File: config.mk
export PLATFORM = sky130hd
export DESIGN_NAME = jk_mod_counter
export DESIGN_NICKNAME = d
export VERILOG_FILES = /design/src/rtl/jk_mod_counter_pkg.sv /design/src/rtl/jk_mod_counter_stage.sv /design/src/rtl/jk_mod_counter.sv
export SDC_FILE = /design/constraint.sdc
export NUM_CORES = 1
export LEC_CHECK = 0
export ABC_AREA = 1
export CORE_MARGIN = 2
export CORE_UTILIZATION = 30
export CTS_CLUSTER_DIAMETER = 200
export DETAILED_ROUTE_END_ITERATION = 8
export GPL_ROUTABILITY_DRIVEN = 0
export HOLD_SLACK_MARGIN = 0.12
export PLACE_DENSITY = 0.61
export SLEW_MARGIN = 20
export SYNTH_ARGS = -nofsm -noshare
export SYNTH_HDL_FRONTEND = slang
export SYNTH_HIERARCHICAL = 1
export SYNTH_SLANG_ARGS = --single-unit
File: constraint.sdc
create_clock -name clockpulse -period 1.5 [get_ports clockpulse]
set_input_delay 0.15 -clock clockpulse [delete_from_list [all_inputs] [get_ports clockpulse]]
set_output_delay 0.15 -clock clockpulse [all_outputs]
set_load 0.02 [all_outputs]
File: src/rtl/jk_mod_counter_pkg.sv
// jk_mod_counter shared definitions.
// Direction encodings and terminal-count helper.
package jk_mod_counter_pkg;

    localparam logic DIR_UP   = 1'b1;
    localparam logic DIR_DOWN = 1'b0;

    // Value at which the counter wraps in the given direction.
    function automatic int term_value(input logic updown, input int modulus);
        return (updown == DIR_UP) ? modulus - 1 : 0;
    endfunction

endpackage

File: src/rtl/jk_mod_counter_stage.sv
// jk_mod_counter_stage: one JK flip-flop bit.
// Synchronous active-high clear; 00 hold, 01 reset, 10 set, 11 toggle.
module jk_mod_counter_stage (
    input  logic clockpulse,
    input  logic clear,
    input  logic jack,
    input  logic kilby,
    output logic out,
    output logic notout
);

    logic q_q;
    logic q_d;

    // JK next-state truth table
    always_comb begin
        q_d = q_q;
        unique case ({jack, kilby})
            2'b00: q_d = q_q;
            2'b01: q_d = 1'b0;
            2'b10: q_d = 1'b1;
            2'b11: q_d = ~q_q;
            default: q_d = q_q;
        endcase
    end

    // State register with synchronous clear
    always_ff @(posedge clockpulse) begin
        if (clear) begin
            q_q <= 1'b0;
        end else begin
            q_q <= q_d;
        end
    end

    assign out    = q_q;
    assign notout = ~q_q;

endmodule

File: src/rtl/jk_mod_counter.sv
// jk_mod_counter: modulo-N up/down counter of JK stages.
// Steering logic picks J/K per bit for clear, load, wrap or toggle.
module jk_mod_counter
    import jk_mod_counter_pkg::*;
#(
    parameter int WIDTH   = 4,
    parameter int MODULUS = 10
) (
    input  logic             clockpulse,
    input  logic             clear,
    input  logic             enable,
    input  logic             updown,
    input  logic             load,
    input  logic [WIDTH-1:0] loaddata,
    output logic [WIDTH-1:0] count,
    output logic [WIDTH-1:0] notcount,
    output logic             carry
);

    localparam logic [WIDTH-1:0] TERM_UP =
        WIDTH'(term_value(DIR_UP, MODULUS));
    localparam logic [WIDTH-1:0] TERM_DN =
        WIDTH'(term_value(DIR_DOWN, MODULUS));
    localparam logic [WIDTH:0] MOD_EXT = (WIDTH+1)'(MODULUS);
    // Power-of-two modulus wraps by plain binary overflow.
    localparam bit POW2 = (MODULUS == (1 << WIDTH));

    logic [WIDTH-1:0] toggle;
    logic [WIDTH-1:0] load_tgt;
    logic [WIDTH-1:0] wrap_tgt;
    logic [WIDTH-1:0] jk_j;
    logic [WIDTH-1:0] jk_k;
    logic             at_term;

    // Terminal detect, clamped load value and ripple toggle enables
    always_comb begin
        logic run;
        at_term  = (updown == DIR_UP) ? (count == TERM_UP)
                                      : (count == TERM_DN);
        wrap_tgt = (updown == DIR_UP) ? TERM_DN : TERM_UP;
        load_tgt = ({1'b0, loaddata} >= MOD_EXT) ? TERM_UP : loaddata;
        toggle   = '0;
        run      = 1'b1;
        for (int i = 0; i < WIDTH; i++) begin
            toggle[i] = run;
            run = run & ((updown == DIR_UP) ? count[i] : notcount[i]);
        end
    end

    // J/K steering: clear > load > wrap/toggle > hold
    always_comb begin
        jk_j = '0;
        jk_k = '0;
        priority case (1'b1)
            clear: begin
                jk_j = '0;
                jk_k = '1;
            end
            load: begin
                jk_j = load_tgt;
                jk_k = ~load_tgt;
            end
            (enable && at_term && !POW2): begin
                jk_j = wrap_tgt;
                jk_k = ~wrap_tgt;
            end
            enable: begin
                jk_j = toggle;
                jk_k = toggle;
            end
            default: begin
                jk_j = '0;
                jk_k = '0;
            end
        endcase
    end

    genvar g;
    generate
        for (g = 0; g < WIDTH; g++) begin : g_bit
            jk_mod_counter_stage u_stage (
                .clockpulse(clockpulse),
                .clear     (clear),
                .jack      (jk_j[g]),
                .kilby     (jk_k[g]),
                .out       (count[g]),
                .notout    (notcount[g])
            );
        end
    endgenerate

    assign carry = enable & ~load & ~clear & at_term;

endmodule

==> results.py, run 1 <==
metrics = {
    "critical_path": {
        "ff2ff_path_depth": 13,
        "rrSetupSlack_ns": 0.21,
        "cp_max_fo": 6,
        "r2r_end": "g_bit[3].u_stage/out",
        "r2r_start": "g_bit[0].u_stage/out",
        "critPathArrivalTime_ns": 1.29,
        "startpoint_type": "flop",
        "critPathRequiredTime_ns": 1.35,
        "crit_type": "reg -> out",
        "cp-end-kind": "output pin",
    },
    "die": {
        "start_util_pct": 31.12,
        "die_height_um": 43.07,
        "boundaryPins": 18,
        "die_w_um": 43.07,
        "coreArea_um2": 1471,
        "dieArea_um2": 1855,
        "row_count": 14,
    },
    "power": {
        "p_switching_uw": 185.3,
        "irDropWorstVdd_uv": 475.1,
        "netSwitchingFraction_pct": 36.08,
        "p_leak_nw": 0.4465,
        "power.share.combinational_pct": 50.8,
        "internal-power_uw": 328.2,
        "power.share.clock_pct": 25.4,
        "p_per_area_nw_per_um2": 653.4,
        "seqPwrFrac_pct": 23.8,
    },
    "timing": {
        "tns_ns": 0,
        "rsz0062_at_grt": "no",
        "hold_viol": 0,
        "fmax_mhz": 695.5,
        "fin_crit_sh_pct": 95.86,
        "period_needed_ns": 1.438,
        "relSlewSlack_pct": 77.68,
        "finalClockSkew_ns": 0.006285,
        "setup_viol": 0,
        "tightest_slew_ns": 0.3313,
        "finalMaxSlewViolations": 0,
    },
    "grt": {
        "track_usage_pct": 16.07,
        "overflow": 0,
        "grt_pass1_wl_mm": 2.277,
        "grt_pass1_vias": 556,
        "grt_max_degree": 8,
        "antenna_found_initial": 0,
    },
    "final_layout": {
        "finish.instance_area_um2": 785.8,
        "antenna_cells": 0,
        "final.fill_count": 153,
        "largest_register_ffs": 4,
        "drive_above_1_share_pct": 22.76,
        "synthToLayoutAreaGrowth_pct": 71.58,
        "nets": 134,
    },
    "cts": {
        "cts_tree": "yes",
        "htree_levels": 1,
        "cts.sinks": 4,
        "cts_buffers": 3,
        "cts-root-buf": "clkbuf_4",
        "insertion_delay_ns": 0.23,
        "clockBufferDepth": 2,
        "clk_pin_slew_ns": 0.04,
    },
    "drt": {
        "top_layer_used": "met3",
        "met1_length_um": 608,
        "postRouteAntennaNets": 0,
        "via_per_inst": 4.482,
        "route.met2.wl_um": 627,
        "dr.pass1.iters": 4,
        "num_vias": 623,
        "wl_mm": 1.299,
        "wire_per_inst_um": 9.345,
        "drcViolationCount": 0,
        "wl_met3_um": 63,
        "drt-initial-drc-count": 3,
    },
    "hold_path": {
        "whs_path_depth": 3,
        "holdPathEnd": "g_bit[0].u_stage/out",
        "hold_class": "reg -> reg",
        "min_from": "g_bit[0].u_stage/out",
    },
    "yosys": {
        "synth-warning-count": 6,
        "synth_cells": 88,
        "synth_seq_area_share_pct": 17.49,
        "synth_nets": 97,
        "ys_ff_latch": 4,
        "ys_types": 18,
        "avgSynthCellArea_um2": 5.204,
        "synth_area_um2": 457.9,
    },
    "placement": {
        "numPortBuffers": 17,
        "place_area_um2": 760.7,
        "place_hpwl_mm": 1.133,
    },
    "status": {
        "status": "finished clean",
    },
    "flow_run": {
        "maxCapViolations": 0,
    },
}
cells in the final DEF, fill, tap and decap left out, types with 2 or more instances in the layout:
cell type         n
o21ai_0           4
dlygate4sd2_1     2
a21oi_1           2
dfxtp_1           4
nand2_1          28
nor2_1           14
buf_4            15
nand3_1           5
clkdlybuf4s50_1  10
dlymetal6s2s_1    4
nand2_2           3
inv_1            17
clkbuf_4          3
layout make-up:
class | instances | area (µm²) | share of cell area [%]
multi-input cells | 66 | 310.3 | 39.49
repair buffers | 32 | 285.3 | 36.31
flip-flops and latches | 4 | 80.08 | 10.19
inverters | 18 | 67.56 | 8.599
clock buffers | 3 | 22.52 | 2.866
well taps | 16 | 20.02 | 2.548
kinds of logic after synthesis:
family	count (synthesis)	synth area share [%]
compound gates	12	16.40
simple gates	54	51.37
buf+inv	18	14.75
flops	4	17.49
power groups by stage:
stage               clock, mW  combinational (mW)  sequential (mW)
CTS                     0.138               0.264            0.122
global route            0.151               0.291            0.123
finish                  0.131               0.261            0.122
detailed placement          0               0.267            0.124
floorplan                   0               0.122            0.142
global placement            0               0.266            0.123
per-stage QoR:
stage	worst slack, ns	power, mW	utilization [%]	hold slack, ns	cells
2_1_floorplan	0.07281	0.2641	-	0.2934	88
3_3_place_gp	-0.3286	0.3895	51.70	0.5856	136
3_5_place_dp	-0.3447	0.3910	51.70	0.6010	136
4_1_cts	0.0006600	0.5237	52.72	0.6110	139
5_1_grt	0.004299	0.5641	53.40	0.6454	139
6_report	0.06216	0.5134	53.40	0.6024	139
metal layers:
metal | up-vias | global-route usage, %
li1 | 338 | -
met2 | 16 | 28.48
met5 | - | 0
met1 | 269 | 19.44
met4 | 0 | 3.636
met3 | 0 | 3.830
worst max-delay path by stage:
stage,from,to,cells after the start
2_1_floorplan,g_bit[0].u_stage/out,carry,4
3_3_place_gp,updown,carry,8
3_5_place_dp,updown,carry,8
4_1_cts,g_bit[3].u_stage/out,notcount[3],3
5_1_grt,updown,g_bit[3].u_stage/out,11
6_report,g_bit[1].u_stage/out,count[1],2
cells in the mapped netlist (all sizes together):
cell type / count / share of area, %
a21oi: 3 / 4.1
a21boi: 2 / 3.3
nand4: 1 / 1.4
nand3: 6 / 7.6
dfxtp: 4 / 17
o21bai: 1 / 1.6
o21ai: 6 / 7.4
nand2: 31 / 27
inv: 18 / 15
nor2: 16 / 15
worst max-delay path, stage by stage (launching register included):
cell and delay [ns]:
dfxtp_1 0.32, buf_4 0.14, clkdlybuf4s50_1 0.60
what timing repair did:
| item | in CTS | in global routing |
|---|---|---|
| gates resized for setup | 6 | 4 |
| hold buffers | 0 | 0 |
| setup endpoints to repair | 3 | 4 |
| pin swaps | 0 | 0 |
| gates cloned | 0 | 0 |
| buffers inserted | 0 | 0 |
| endpoints found under the hold margin | 0 | 0 |
Power figures use the tool's default switching activity.
==> run 2: changes to the inputs <==
--- a/config.mk
+++ b/config.mk
@@ -12,7 +12,8 @@
 export DETAILED_ROUTE_END_ITERATION = 8
 export GPL_ROUTABILITY_DRIVEN = 0
 export HOLD_SLACK_MARGIN = 0.12
-export PLACE_DENSITY = 0.61
+export PLACE_DENSITY_LB_ADDON = 0.12
+export SETUP_SLACK_MARGIN = 0.05
 export SLEW_MARGIN = 20
 export SYNTH_ARGS = -nofsm -noshare
 export SYNTH_HDL_FRONTEND = slang
==> results.py, run 2 (same netlist as run 1, synthesis figures left out) <==
metrics = {
    "status": {
        "status": "finished clean",
    },
    "cts": {
        "clockBufferDepth": 2,
        "ctsHoldBuffers": 0,
        "cts_tree": "yes",
        "cts.sinks": 4,
        "cts_buffers": 3,
        "postCtsSetupBuffers": 0,
        "cts-root-buf": "clkbuf_4",
        "htree_levels": 1,
        "insertion_delay_ns": 0.23,
        "clk_pin_slew_ns": 0.04,
    },
    "drt": {
        "wl_mm": 1.259,
        "wire_per_inst_um": 9.123,
        "drcViolationCount": 0,
        "num_vias": 613,
        "drt-initial-drc-count": 5,
        "dr.pass1.iters": 3,
        "postRouteAntennaNets": 0,
        "via_per_inst": 4.442,
    },
    "power": {
        "p_leak_nw": 0.4651,
        "p_per_area_nw_per_um2": 646.0,
        "irDropWorstVdd_uv": 475.3,
    },
    "final_layout": {
        "final.fill_count": 151,
        "synthToLayoutAreaGrowth_pct": 72.40,
        "largest_register_ffs": 4,
        "layout_common_cells": "28 x nand2_1, 17 x inv_1, 14 x buf_4",
        "finish.instance_area_um2": 789.5,
        "nets": 133,
        "final_core_util_pct": 53.66,
        "final_common_cell": "nand2_1",
        "drive_above_1_share_pct": 24.59,
        "antenna_cells": 0,
    },
    "grt": {
        "antenna_found_initial": 0,
        "grt_pass1_wl_mm": 2.111,
        "grt_pass1_vias": 520,
        "track_usage_pct": 15.29,
        "overflow": 0,
        "grt_max_degree": 8,
    },
    "placement": {
        "numPortBuffers": 17,
        "place_area_um2": 753.2,
        "dp_slack_ns": -0.3379,
        "place_hpwl_mm": 1.099,
    },
    "die": {
        "row_count": 14,
        "start_util_pct": 31.12,
        "boundaryPins": 18,
        "dieArea_um2": 1855,
        "die_height_um": 43.07,
        "die_w_um": 43.07,
        "coreArea_um2": 1471,
    },
    "critical_path": {
        "cp-end-kind": "output pin",
        "critPathRequiredTime_ns": 1.35,
        "startpoint_type": "input pin",
        "crit_type": "in -> out",
        "cp_max_fo": 2,
        "critPathArrivalTime_ns": 1.16,
    },
    "timing": {
        "finalMaxSlewViolations": 0,
        "relSlewSlack_pct": 79.06,
        "setup_viol": 0,
        "hold_viol": 0,
        "tightest_slew_ns": 0.3108,
        "finalClockSkew_ns": 0.002636,
        "rsz0062_at_grt": "no",
        "setup_ws_ns": 0.1872,
        "period_needed_ns": 1.313,
        "tns_ns": 0,
        "fin_hold_ws_ns": 0.5998,
        "fmax_mhz": 761.7,
        "fin_crit_sh_pct": 87.52,
    },
    "flow_run": {
        "maxCapViolations": 0,
    },
    "hold_path": {
        "hold_class": "reg -> reg",
    },
}
-- run 2: cell count changes in the layout (fill, tap and decap cells not counted), sizes merged --
| cell | before | now |
|---|---|---|
| clkdlybuf4s50 | 10 | 7 |
| dlygate4sd2 | 2 | 5 |
| buf | 16 | 15 |
-- run 2: area by class of cell --
class                   instances  area [µm²]  share of cell area (%)
flip-flops and latches          4       80.08                   10.14
clock buffers                   3       22.52                   2.853
repair buffers                 31       274.0                   34.71
inverters                      18       67.56                   8.558
multi-input cells              66       325.3                   41.20
well taps                      16       20.02                   2.536
-- run 2: stage by stage --
stage                     instances  total power [mW]
after floorplan                  88            0.2641
after global placement          135            0.3875
after detailed placement        135            0.3882
after CTS                       138            0.5129
after global routing            138            0.5634
final                           138            0.5100
-- run 2: final timing paths --
kind	startpoint	to	slack (ns)	cells after the start
worst max-delay path	enable	carry	0.19	6
worst min-delay path	g_bit[0].u_stage/out	g_bit[0].u_stage/out	0.60	3
worst max register to register	g_bit[0].u_stage/out	g_bit[1].u_stage/out	0.21	9
worst min register to register	g_bit[0].u_stage/out	g_bit[0].u_stage/out	0.60	3
-- run 2: where the power goes --
part	switching, mW	total [mW]	internal, mW
clock network	0.0395	0.129	0.0892
registers	0.00610	0.123	0.117
logic	0.140	0.259	0.118
total	0.186	0.510	0.324
-- run 2: repair_timing --
action | in CTS | in global routing
endpoints found under the setup margin | 6 | 5
pin swaps | 0 | 0
gates resized for setup | 9 | 8
-- run 2: worst max-delay path, cell delays in order --
cell and delay, ns:
clkdlybuf4s50_1 0.48, inv_1 0.07, a21oi_2 0.15, nand2_2 0.07, nor2_1 0.08, buf_2 0.16
-- run 2: layer usage --
| metal | part of all wire [%] | global-route usage, % |
|---|---|---|
| met1 | 46 | 18.67 |
| met2 | 50 | 25.45 |
| met3 | 4.5 | 5.957 |
| met4 | 0 | 3.030 |
| met5 | 0 | 0 |
==> run 3: changes to the inputs <==
--- a/config.mk
+++ b/config.mk
@@ -13,6 +13,7 @@
 export GPL_ROUTABILITY_DRIVEN = 0
 export HOLD_SLACK_MARGIN = 0.12
 export PLACE_DENSITY_LB_ADDON = 0.12
+export RECOVER_POWER = 50
 export SETUP_SLACK_MARGIN = 0.05
 export SLEW_MARGIN = 20
 export SYNTH_ARGS = -nofsm -noshare
==> constraint.sdc (replaced) <==
create_clock -name clockpulse -period 1.4 [get_ports clockpulse]
set_input_delay 0.14 -clock clockpulse [delete_from_list [all_inputs] [get_ports clockpulse]]
set_output_delay 0.14 -clock clockpulse [all_outputs]
set_load 0.02 [all_outputs]
==> results.py, run 3 (same netlist as run 1, synthesis figures left out) <==
metrics = {
    "timing": {
        "relSlewSlack_pct": 86.53,
        "fmax_mhz": 774.2,
        "finalMaxSlewViolations": 0,
        "tns_ns": 0,
        "finalClockSkew_ns": 0.002209,
        "fin_crit_sh_pct": 92.26,
        "rsz0062_at_grt": "yes",
        "tightest_slew_ns": 0.1999,
        "setup_viol": 0,
        "hold_viol": 0,
        "period_needed_ns": 1.292,
    },
    "flow_run": {
        "maxCapViolations": 0,
    },
    "die": {
        "die_w_um": 43.07,
        "row_count": 14,
        "start_util_pct": 31.12,
        "dieArea_um2": 1855,
        "boundaryPins": 18,
        "die_height_um": 43.07,
        "coreArea_um2": 1471,
    },
    "drt": {
        "via_per_inst": 4.503,
        "wl_mm": 1.380,
        "wire_per_inst_um": 9.650,
        "drcViolationCount": 0,
        "drt-initial-drc-count": 1,
        "num_vias": 644,
        "postRouteAntennaNets": 0,
        "dr.pass1.iters": 2,
    },
    "cts": {
        "clk_pin_slew_ns": 0.03,
        "cts.sinks": 4,
        "cts_tree": "yes",
        "clockBufferDepth": 2,
        "cts-root-buf": "clkbuf_4",
        "ctsHoldBuffers": 0,
        "htree_levels": 1,
        "cts_buffers": 3,
        "insertion_delay_ns": 0.23,
    },
    "final_layout": {
        "final_common_cell": "nand2_1",
        "nets": 138,
        "antenna_cells": 0,
        "largest_register_ffs": 4,
        "drive_above_1_share_pct": 33.07,
        "layout_common_cells": "27 x nand2_1, 18 x buf_4, 15 x inv_1",
        "synthToLayoutAreaGrowth_pct": 84.97,
        "finish.instance_area_um2": 847.1,
    },
    "critical_path": {
        "cp_max_fo": 2,
        "crit_type": "in -> out",
        "cp-end-kind": "output pin",
        "startpoint_type": "input pin",
        "slowest_delay_ns": 0.49,
        "critPathRequiredTime_ns": 1.26,
        "cp_slowest_cell": "clkdlybuf4s50_1",
        "path_cells": "clkdlybuf4s50_1 -> inv_1 -> a21oi_2 -> nand2_2 -> nor2_2 -> buf_2",
        "critPathArrivalTime_ns": 1.15,
    },
    "grt": {
        "antenna_found_initial": 0,
        "track_usage_pct": 17.48,
        "overflow": 0,
        "grt_pass1_wl_mm": 2.456,
        "grt_pass1_vias": 603,
        "grt_max_degree": 8,
    },
    "power": {
        "p_per_area_nw_per_um2": 685.8,
        "p_leak_nw": 0.4528,
        "irDropWorstVdd_uv": 373.5,
        "total_power_uw": 580.9,
    },
    "placement": {
        "place_hpwl_mm": 1.158,
        "place_area_um2": 773.2,
        "numPortBuffers": 17,
    },
    "hold_path": {
        "hold_class": "reg -> reg",
    },
    "status": {
        "status": "finished clean",
    },
}
## run 3: repair_timing
item | CTS | global route
resized for setup | 14 | 15
buffers inserted | 0 | 3
pin swaps | 0 | 6
endpoints found under the hold margin | 0 | 0
endpoints found under the setup margin | 10 | 5
## run 3: per-stage QoR
stage	util, %	hold slack [ns]	std cells	setup slack (ns)
after floorplan	-	0.2760	88	0.09026
after global placement	52.55	0.5794	137	-0.4150
after detailed placement	52.55	0.5905	137	-0.4269
after CTS	53.23	0.5972	140	0.08808
after global routing	57.57	0.6661	143	0.007442
final	57.57	0.6210	143	0.1084
## run 3: final cells by class
cell class                 instances  area, µm²
clock buffer                       3      22.52
inverter                          18      67.56
multi-input combinational         66      355.3
timing repair buffer              36      300.3
fill                             157      624.3
tap                               16      20.02
sequential                         4      81.33
## run 3: critical path, delay by kind of cell
family	cells	cell delay [ns]
buffers and inverters	3	0.72
AND/OR/NAND/NOR	2	0.15
AO/OA/AOI/OAI	1	0.14
## run 3: layer usage
metal  part of all wire, %  global-route usage [%]
met5                     0                       0
met4                     0                   8.485
met3                   3.8                   2.979
met2                    50                   29.09
met1                    47                   21.54
## run 3: power breakdown
group | switching [mW] | total (mW) | internal, mW
clock | 0.0442 | 0.140 | 0.0957
sequential | 0.00762 | 0.133 | 0.126
combinational | 0.165 | 0.308 | 0.142
## run 3: final timing paths
kind | cells past startpoint | slack, ns | from | end
max reg2reg | 10 | 0.14 | g_bit[0].u_stage/out | g_bit[1].u_stage/out
min | 4 | 0.62 | g_bit[0].u_stage/out | g_bit[0].u_stage/out
min reg2reg | 4 | 0.62 | g_bit[0].u_stage/out | g_bit[0].u_stage/out
max | 6 | 0.11 | enable | carry
